**src/rtl/hm10_tx_arbiter.sv**
```systemverilog
// hm10_tx_arbiter: shares one HM-10 UART transmitter between the host command
// path (ch0) and the FPGA data stream (ch1). Ownership is held for a whole
// message, alternates round-robin under contention, inserts a programmable
// idle gap after every byte, and gates ch1 on the Bluetooth link being up.
module hm10_tx_arbiter #(
    parameter int unsigned SPACE_W     = 10,
    parameter int unsigned STALL_LIMIT = 255
) (
    input  logic               clock,
    input  logic               resetn,
    input  logic               bt_state,
    input  logic [SPACE_W-1:0] uart_spacing_limit,
    input  logic [1:0]         req,
    input  logic [1:0]         last,
    input  logic [7:0]         data_0,
    input  logic [7:0]         data_1,
    output logic [1:0]         ack,
    output logic [1:0]         abort,
    output logic [1:0]         grant,
    output logic [7:0]         tx_data,
    output logic               tx_start,
    input  logic               tx_busy
);

    localparam int unsigned STALL_W = (STALL_LIMIT > 1) ? $clog2(STALL_LIMIT) : 1;

    typedef enum logic [1:0] {
        StIdle,
        StLoad,
        StSend,
        StGap
    } state_e;

    state_e              r_state;
    logic                r_owner;    // 0 = ch0, 1 = ch1
    logic                r_rr;       // last channel granted; the other wins a tie
    logic                r_last;     // captured last flag of the byte in flight
    logic                r_seen;     // tx_busy observed high for the byte in flight
    logic [1:0]          r_wait;     // cycles since tx_start without tx_busy
    logic [SPACE_W-1:0]  r_gap;
    logic [STALL_W-1:0]  r_stall;
    logic [1:0]          r_ack;
    logic [1:0]          r_abort;
    logic [1:0]          r_grant;
    logic [7:0]          r_tx_data;
    logic                r_tx_start;

    logic                w_elig0;
    logic                w_elig1;
    logic                w_any;
    logic                w_pick;
    logic [1:0]          w_pick_oh;
    logic                w_own_ok;
    logic [7:0]          w_own_data;
    logic                w_own_last;
    logic                w_bt_lost;
    logic                w_stall_done;
    logic                w_gap_done;

    // Eligibility and tie-break: ch1 only counts while the link is up.
    assign w_elig0   = req[0];
    assign w_elig1   = req[1] & bt_state;
    assign w_any     = w_elig0 | w_elig1;
    assign w_pick    = (w_elig0 & w_elig1) ? ~r_rr : w_elig1;
    assign w_pick_oh = w_pick ? 2'b10 : 2'b01;

    // Owner-side views of the requester interface.
    assign w_own_ok     = r_owner ? w_elig1 : w_elig0;
    assign w_own_data   = r_owner ? data_1 : data_0;
    assign w_own_last   = r_owner ? last[1] : last[0];
    assign w_bt_lost    = r_owner & ~bt_state;
    assign w_stall_done = (r_stall == STALL_W'(STALL_LIMIT - 1));
    // A limit of 0 or 1 both give a single gap cycle.
    assign w_gap_done   = (r_gap <= SPACE_W'(1));

    assign ack      = r_ack;
    assign abort    = r_abort;
    assign grant    = r_grant;
    assign tx_data  = r_tx_data;
    assign tx_start = r_tx_start;

    // Message-level arbitration FSM; all outputs are registered here.
    always_ff @(posedge clock or negedge resetn) begin
        if (!resetn) begin
            r_state    <= StIdle;
            r_owner    <= 1'b0;
            r_rr       <= 1'b1;
            r_last     <= 1'b0;
            r_seen     <= 1'b0;
            r_wait     <= 2'd0;
            r_gap      <= '0;
            r_stall    <= '0;
            r_ack      <= 2'b00;
            r_abort    <= 2'b00;
            r_grant    <= 2'b00;
            r_tx_data  <= 8'h00;
            r_tx_start <= 1'b0;
        end else begin
            // Pulse outputs last exactly one cycle.
            r_ack      <= 2'b00;
            r_abort    <= 2'b00;
            r_tx_start <= 1'b0;

            case (r_state)
                StIdle: begin
                    if (w_any) begin
                        r_owner <= w_pick;
                        r_rr    <= w_pick;
                        r_grant <= w_pick_oh;
                        r_stall <= '0;
                        r_state <= StLoad;
                    end
                end

                StLoad: begin
                    if (w_bt_lost) begin
                        // Link dropped between bytes of a ch1 message.
                        r_abort <= 2'b10;
                        r_grant <= 2'b00;
                        r_state <= StIdle;
                    end else if (w_own_ok) begin
                        if (!tx_busy) begin
                            r_tx_data  <= w_own_data;
                            r_tx_start <= 1'b1;
                            r_ack      <= r_grant;
                            r_last     <= w_own_last;
                            r_stall    <= '0;
                            r_seen     <= 1'b0;
                            r_wait     <= 2'd0;
                            r_state    <= StSend;
                        end
                    end else if (w_stall_done) begin
                        // Owner went quiet mid-message for too long.
                        r_abort <= r_grant;
                        r_grant <= 2'b00;
                        r_stall <= '0;
                        r_state <= StIdle;
                    end else begin
                        r_stall <= r_stall + 1'b1;
                    end
                end

                StSend: begin
                    // Done on the busy falling edge, or if busy never rose in time.
                    if (tx_busy) begin
                        r_seen <= 1'b1;
                    end else if (r_seen || (r_wait == 2'd2)) begin
                        r_gap   <= uart_spacing_limit;
                        r_state <= StGap;
                    end else begin
                        r_wait <= r_wait + 1'b1;
                    end
                end

                StGap: begin
                    if (!w_gap_done) begin
                        r_gap <= r_gap - 1'b1;
                    end else if (r_last) begin
                        r_grant <= 2'b00;
                        r_state <= StIdle;
                    end else if (w_bt_lost) begin
                        r_abort <= 2'b10;
                        r_grant <= 2'b00;
                        r_state <= StIdle;
                    end else begin
                        r_state <= StLoad;
                    end
                end

                default: begin
                    r_grant <= 2'b00;
                    r_state <= StIdle;
                end
            endcase
        end
    end

endmodule

```
**config.mk**
```make
export PLATFORM = sky130hd
export DESIGN_NAME = hm10_tx_arbiter
export DESIGN_NICKNAME = d
export VERILOG_FILES = /design/src/rtl/hm10_tx_arbiter.sv
export SDC_FILE = /design/constraint.sdc
export NUM_CORES = 1
export LEC_CHECK = 0
export ABC_AREA = 1
export CORE_AREA = 4 4 74 69
export CTS_BUF_LIST = sky130_fd_sc_hd__clkbuf_8
export CTS_CLUSTER_SIZE = 16
export DETAILED_ROUTE_END_ITERATION = 8
export DIE_AREA = 0 0 78 73
export GPL_ROUTABILITY_DRIVEN = 0
export MAX_ROUTING_LAYER = met4
export PLACE_DENSITY = 0.91
export RECOVER_POWER = 25
export SLEW_MARGIN = 10
export SYNTH_ARGS = -nofsm -noshare
export SYNTH_HDL_FRONTEND = slang
export SYNTH_SLANG_ARGS = --single-unit
```
**constraint.sdc**
```tcl
create_clock -name clock -period 4 [get_ports clock]
set_input_delay 0.8 -clock clock [delete_from_list [all_inputs] [get_ports clock]]
set_output_delay 0.8 -clock clock [all_outputs]
set_load 0.01 [all_outputs]
```
# Yosys cells after proc, flatten, opt, wreduce, memory -nomap -nowiden
# Cells that the tools add are included.
# totals
regBits	41
input_bits	34
out_inout_bits	15
elab_cells	119
# classes
n_addsub	3
n_lt_le_gt_ge	1
n_eq_ne	21
muxes	59
bitwise_logic	8
n_reduce_logical	14
# op_table
op	count
$mux W2	30
$mux W8	6
$mux W10	3
$ne A2 B2 Y1 const B	10
$pmux W10 S2	1
$reduce_and A6 Y1	3
$pmux W8 S2	1
$mux W1	13
$ne A3 B3 Y1 const B	4
$reduce_and A4 Y1	3
$le A10 B1 Y1 const B	1
$sub A10 B1 Y10 const B	1
$add A8 B1 Y8 const B	1
$eq A8 B8 Y1 const B	1
$ne A4 B4 Y1 const B	2
$pmux W2 S2	2
$pmux W2 S4	1
$eq A2 B2 Y1 const B	3
$pmux W2 S3	1
$reduce_bool A2 Y1	3
$reduce_and A5 Y1	1
$not A1 Y1	4
$and A1 B1 Y1	3
$reduce_bool A3 Y1	1
other kinds (7)	7

# Logic depth before layout (Yosys ltp)
# logic_depth
word_depth	6
mapped_depth	11
mapped_depth_nobuf	11

# Worst setup path after synthesis
# No wires, ideal clock.
# synth_timing
path_kind	input-to-reg
start	input port req[0]
end	register with a tool-made name
setup_time_ns	0.117
arrival_ns	1.521
required_ns	3.883
path_slack_ns	2.362
cell_stages	10
path_buffers	0
path_cell_list	nand2_1 -> nand2_4 -> nand2_2 -> nor2_2 -> inv_1 -> nand2_1 -> nor2_2 -> nand2_1 -> nand2_1 -> nand2_1
# synth_lines
element	line	rtl
start, declared	13	input logic [1:0] req,

==> results.sh <==
export IMPL_outcome="finished with violations"
export IMPL_violations="capacitance limit, slew limit"
export IMPL_worstHoldEndpoint="r_stall[7]"
export IMPL_crit_cells=1
export IMPL_cts_buffer_depth=2
export IMPL_wl_met2_um=2550
export IMPL_rows=23
export IMPL_highest_layer="met4"
export IMPL_crit_path_max_incr_delay_ps=1490
export IMPL_pin_count=49
export IMPL_tns_ps=0
export IMPL_whs_path_depth=2
export IMPL_ant_nets=0
export IMPL_cts_tree="yes"
export IMPL_dieArea_um2=5690
export IMPL_wl_um=5520
export IMPL_wl_per_cell_um=12.9
export IMPL_cts_root_buf="clkbuf_8"
export IMPL_cts_setup_buffers=0
export IMPL_r2r_setup_slack_ps=1870
export IMPL_wl_met1_um=2510
export IMPL_cp_top_family="buffers and inverters"
export IMPL_route_met3_wl_um=374
export IMPL_vdd_ir_drop_max_uv=375
export IMPL_fin_crit_ps=2330
export IMPL_maxCapViolations=1
export IMPL_rsz0062_at_grt="no"
export IMPL_critical_path_class="in -> async"
export IMPL_placed_area_um2=2960
export IMPL_path_buf_inv=1
export IMPL_synth_edf_count=0
export IMPL_synth_cell_types=37
export IMPL_ys_flop_type="dfrtp_1"
export IMPL_grt_overflow_total=0
export IMPL_min_path_type="reg -> reg"
export IMPL_yosys_warnings=0
export IMPL_required_ps=3980
export IMPL_grt_max_degree=42
export IMPL_cts_buffers=5
export IMPL_initial_core_util_pct=56.7
export IMPL_p_leak_nw=1.44
export IMPL_drive_gt1_share_pct=9.59
export IMPL_critPathMaxFanout=41
export IMPL_critical_path_arrival_ps=2310
export IMPL_clk_pin_slew_worst_paths_ps=70
export IMPL_fmax_ghz=0.428
export IMPL_fin_worst_skew_ps=5.19
export IMPL_synth_area_um2=2460
export IMPL_drc=0
export IMPL_hold_violations=0
export IMPL_drt_initial_drc_count=196
export IMPL_crit_path_end_kind="async pin"
export IMPL_place_detailed_hpwl_um=4080
export IMPL_grt_util_all_layers_pct=22.0
export IMPL_portBuffers=48
export IMPL_core_um2=4350
export IMPL_dr_pass1_iters=7
export IMPL_clk_latency_ps=290
export IMPL_clock_sinks=41
export IMPL_hold_buffers=0
export IMPL_p_per_area_nw_per_um2=694
export IMPL_start_kind="input port"
export IMPL_grt_pass1_vias=2193
export IMPL_grt_pass1_wl_um=9620
export IMPL_worstPathCellList="clkbuf_1"
export IMPL_via_count=2241
export IMPL_finalSetupViolations=0
export IMPL_seq_area_frac_synth_pct=41.7
export IMPL_fill_cells=324
export IMPL_fin_area_um2=3070
export IMPL_layout_nets=407
export IMPL_fin_crit_sh_pct=58.3
export IMPL_areaGrowthSynthToFinish_pct=24.7
export IMPL_die_y_um=73
export IMPL_final_max_slew_viol_count=42
export IMPL_via_per_inst=5.25
export IMPL_synth_area_per_cell_um2=7.78
export IMPL_antenna_found_initial=0
export IMPL_worstHoldStart="r_stall[7]"
export IMPL_ff2ff_path_depth=6
export IMPL_maxSlewHeadroom_pct=-42.0
export IMPL_worst_pin_slew_ps=2130
export IMPL_cts_resized_gates=0
export IMPL_ys_ff_latch=41
export IMPL_synth_cells=317
export IMPL_cts_max_level=2
export IMPL_syn_nets=360
export IMPL_dieWidth_um=78
export IMPL_async_reset_ff_share_pct=100
export IMPL_r2r_end="ack[1]"
export IMPL_antenna_cells=0
export IMPL_slowest_stage="clkbuf_1"
[state kept, by name, indices dropped and copies added (netlist names), 2 cells and up, named ones only]
register and count:
r_gap 10, r_stall 8, tx_data 8, abort 2, ack 2, grant 2
r_wait 2
[metal layers]
layer / track usage, % / vias up
li1: - / 1115
met1: 28.4 / 1033
met2: 34.4 / 82
met3: 5.43 / 11
met4: 7.38 / 0
met5: - / -
[cells in the mapped netlist, drive strengths merged (2+ instances only)]
| cell | n | area (um2) |
|---|---|---|
| clkbuf | 2 | 7.51 |
| or2 | 2 | 15.0 |
| nand3 | 21 | 120 |
| o21ai | 34 | 181 |
| ha | 9 | 113 |
| dfrtp | 40 | 1000 |
| a21oi | 6 | 30.0 |
| nor3 | 4 | 31.3 |
| nor2 | 38 | 170 |
| inv | 38 | 143 |
| nand2 | 89 | 362 |
| xor2 | 4 | 35.0 |
| mux2i | 2 | 20.0 |
| nand4 | 2 | 12.5 |
| a31oi | 9 | 56.3 |
| buf | 6 | 51.3 |
| xnor2 | 3 | 26.3 |
[layout by cell type (no fill, tap or decap), types with 4 or more instances in the layout]
cell             count
a21oi_1              6
o21ai_1             11
nor2_1              29
nand2_1             84
o21ai_0             20
a31oi_1              9
clkbuf_8             6
nor2_2               8
xor2_1               4
nand3_1             18
dfrtp_1             40
inv_1               36
clkdlybuf4s50_1     47
ha_1                 9
[worst max path at each step]
stage / end / slack [ps] / start
final: r_stall[6] / 1670 / resetn
after global routing: tx_data[4] / 1180 / resetn
after CTS: ack[1] / 1810 / bt_state
after detailed placement: tx_data[5] / 1500 / req[0]
after global placement: tx_data[4] / 1600 / bt_state
after floorplan: flip-flop / 2360 / req[0]
[where the power goes]
group | total, W | switching [W] | internal [W] | leakage (nW)
Combinational | 0.00108 | 0.000654 | 0.000428 | 0.857
Sequential | 0.000705 | 0.000137 | 0.000568 | 0.519
Clock | 0.000345 | 0.000144 | 0.000201 | 0.0626
Total | 0.00213 | 0.000935 | 0.00120 | 1.44
[cell type report]
cell class	count	area (um2)	area share, %
inverters	38	143	4.64
flip-flops and latches	41	1030	33.4
repair buffers	48	474	15.4
multi-input cells	230	1240	40.2
clock inverters	2	33.8	1.10
clock buffers	6	82.6	2.69
well taps	62	77.6	2.52
[metrics by stage]
| step | hold WS [ps] | setup WS [ps] | instances | utilization, % | power [W] |
|---|---|---|---|---|---|
| CTS | 505 | 1810 | 427 | 70.8 | 0.00213 |
| global placement | 470 | 1600 | 419 | 68.1 | 0.00174 |
| floorplan | 451 | 2360 | 317 | - | 0.00147 |
| detailed placement | 482 | 1500 | 419 | 68.1 | 0.00178 |
| finish | 497 | 1670 | 427 | 70.7 | 0.00213 |
| global route | 555 | 1180 | 427 | 70.7 | 0.00232 |
[kinds of logic after synthesis]
kind of cell	Yosys count	synth area share [%]
fa+ha+maj	9	4.57
simple gates	158	29.4
flops	41	41.7
xor+xnor	7	2.49
mux	2	0.812
compound gates	54	12.9
buf+inv	46	8.17
Power figures use the tool's default switching activity.
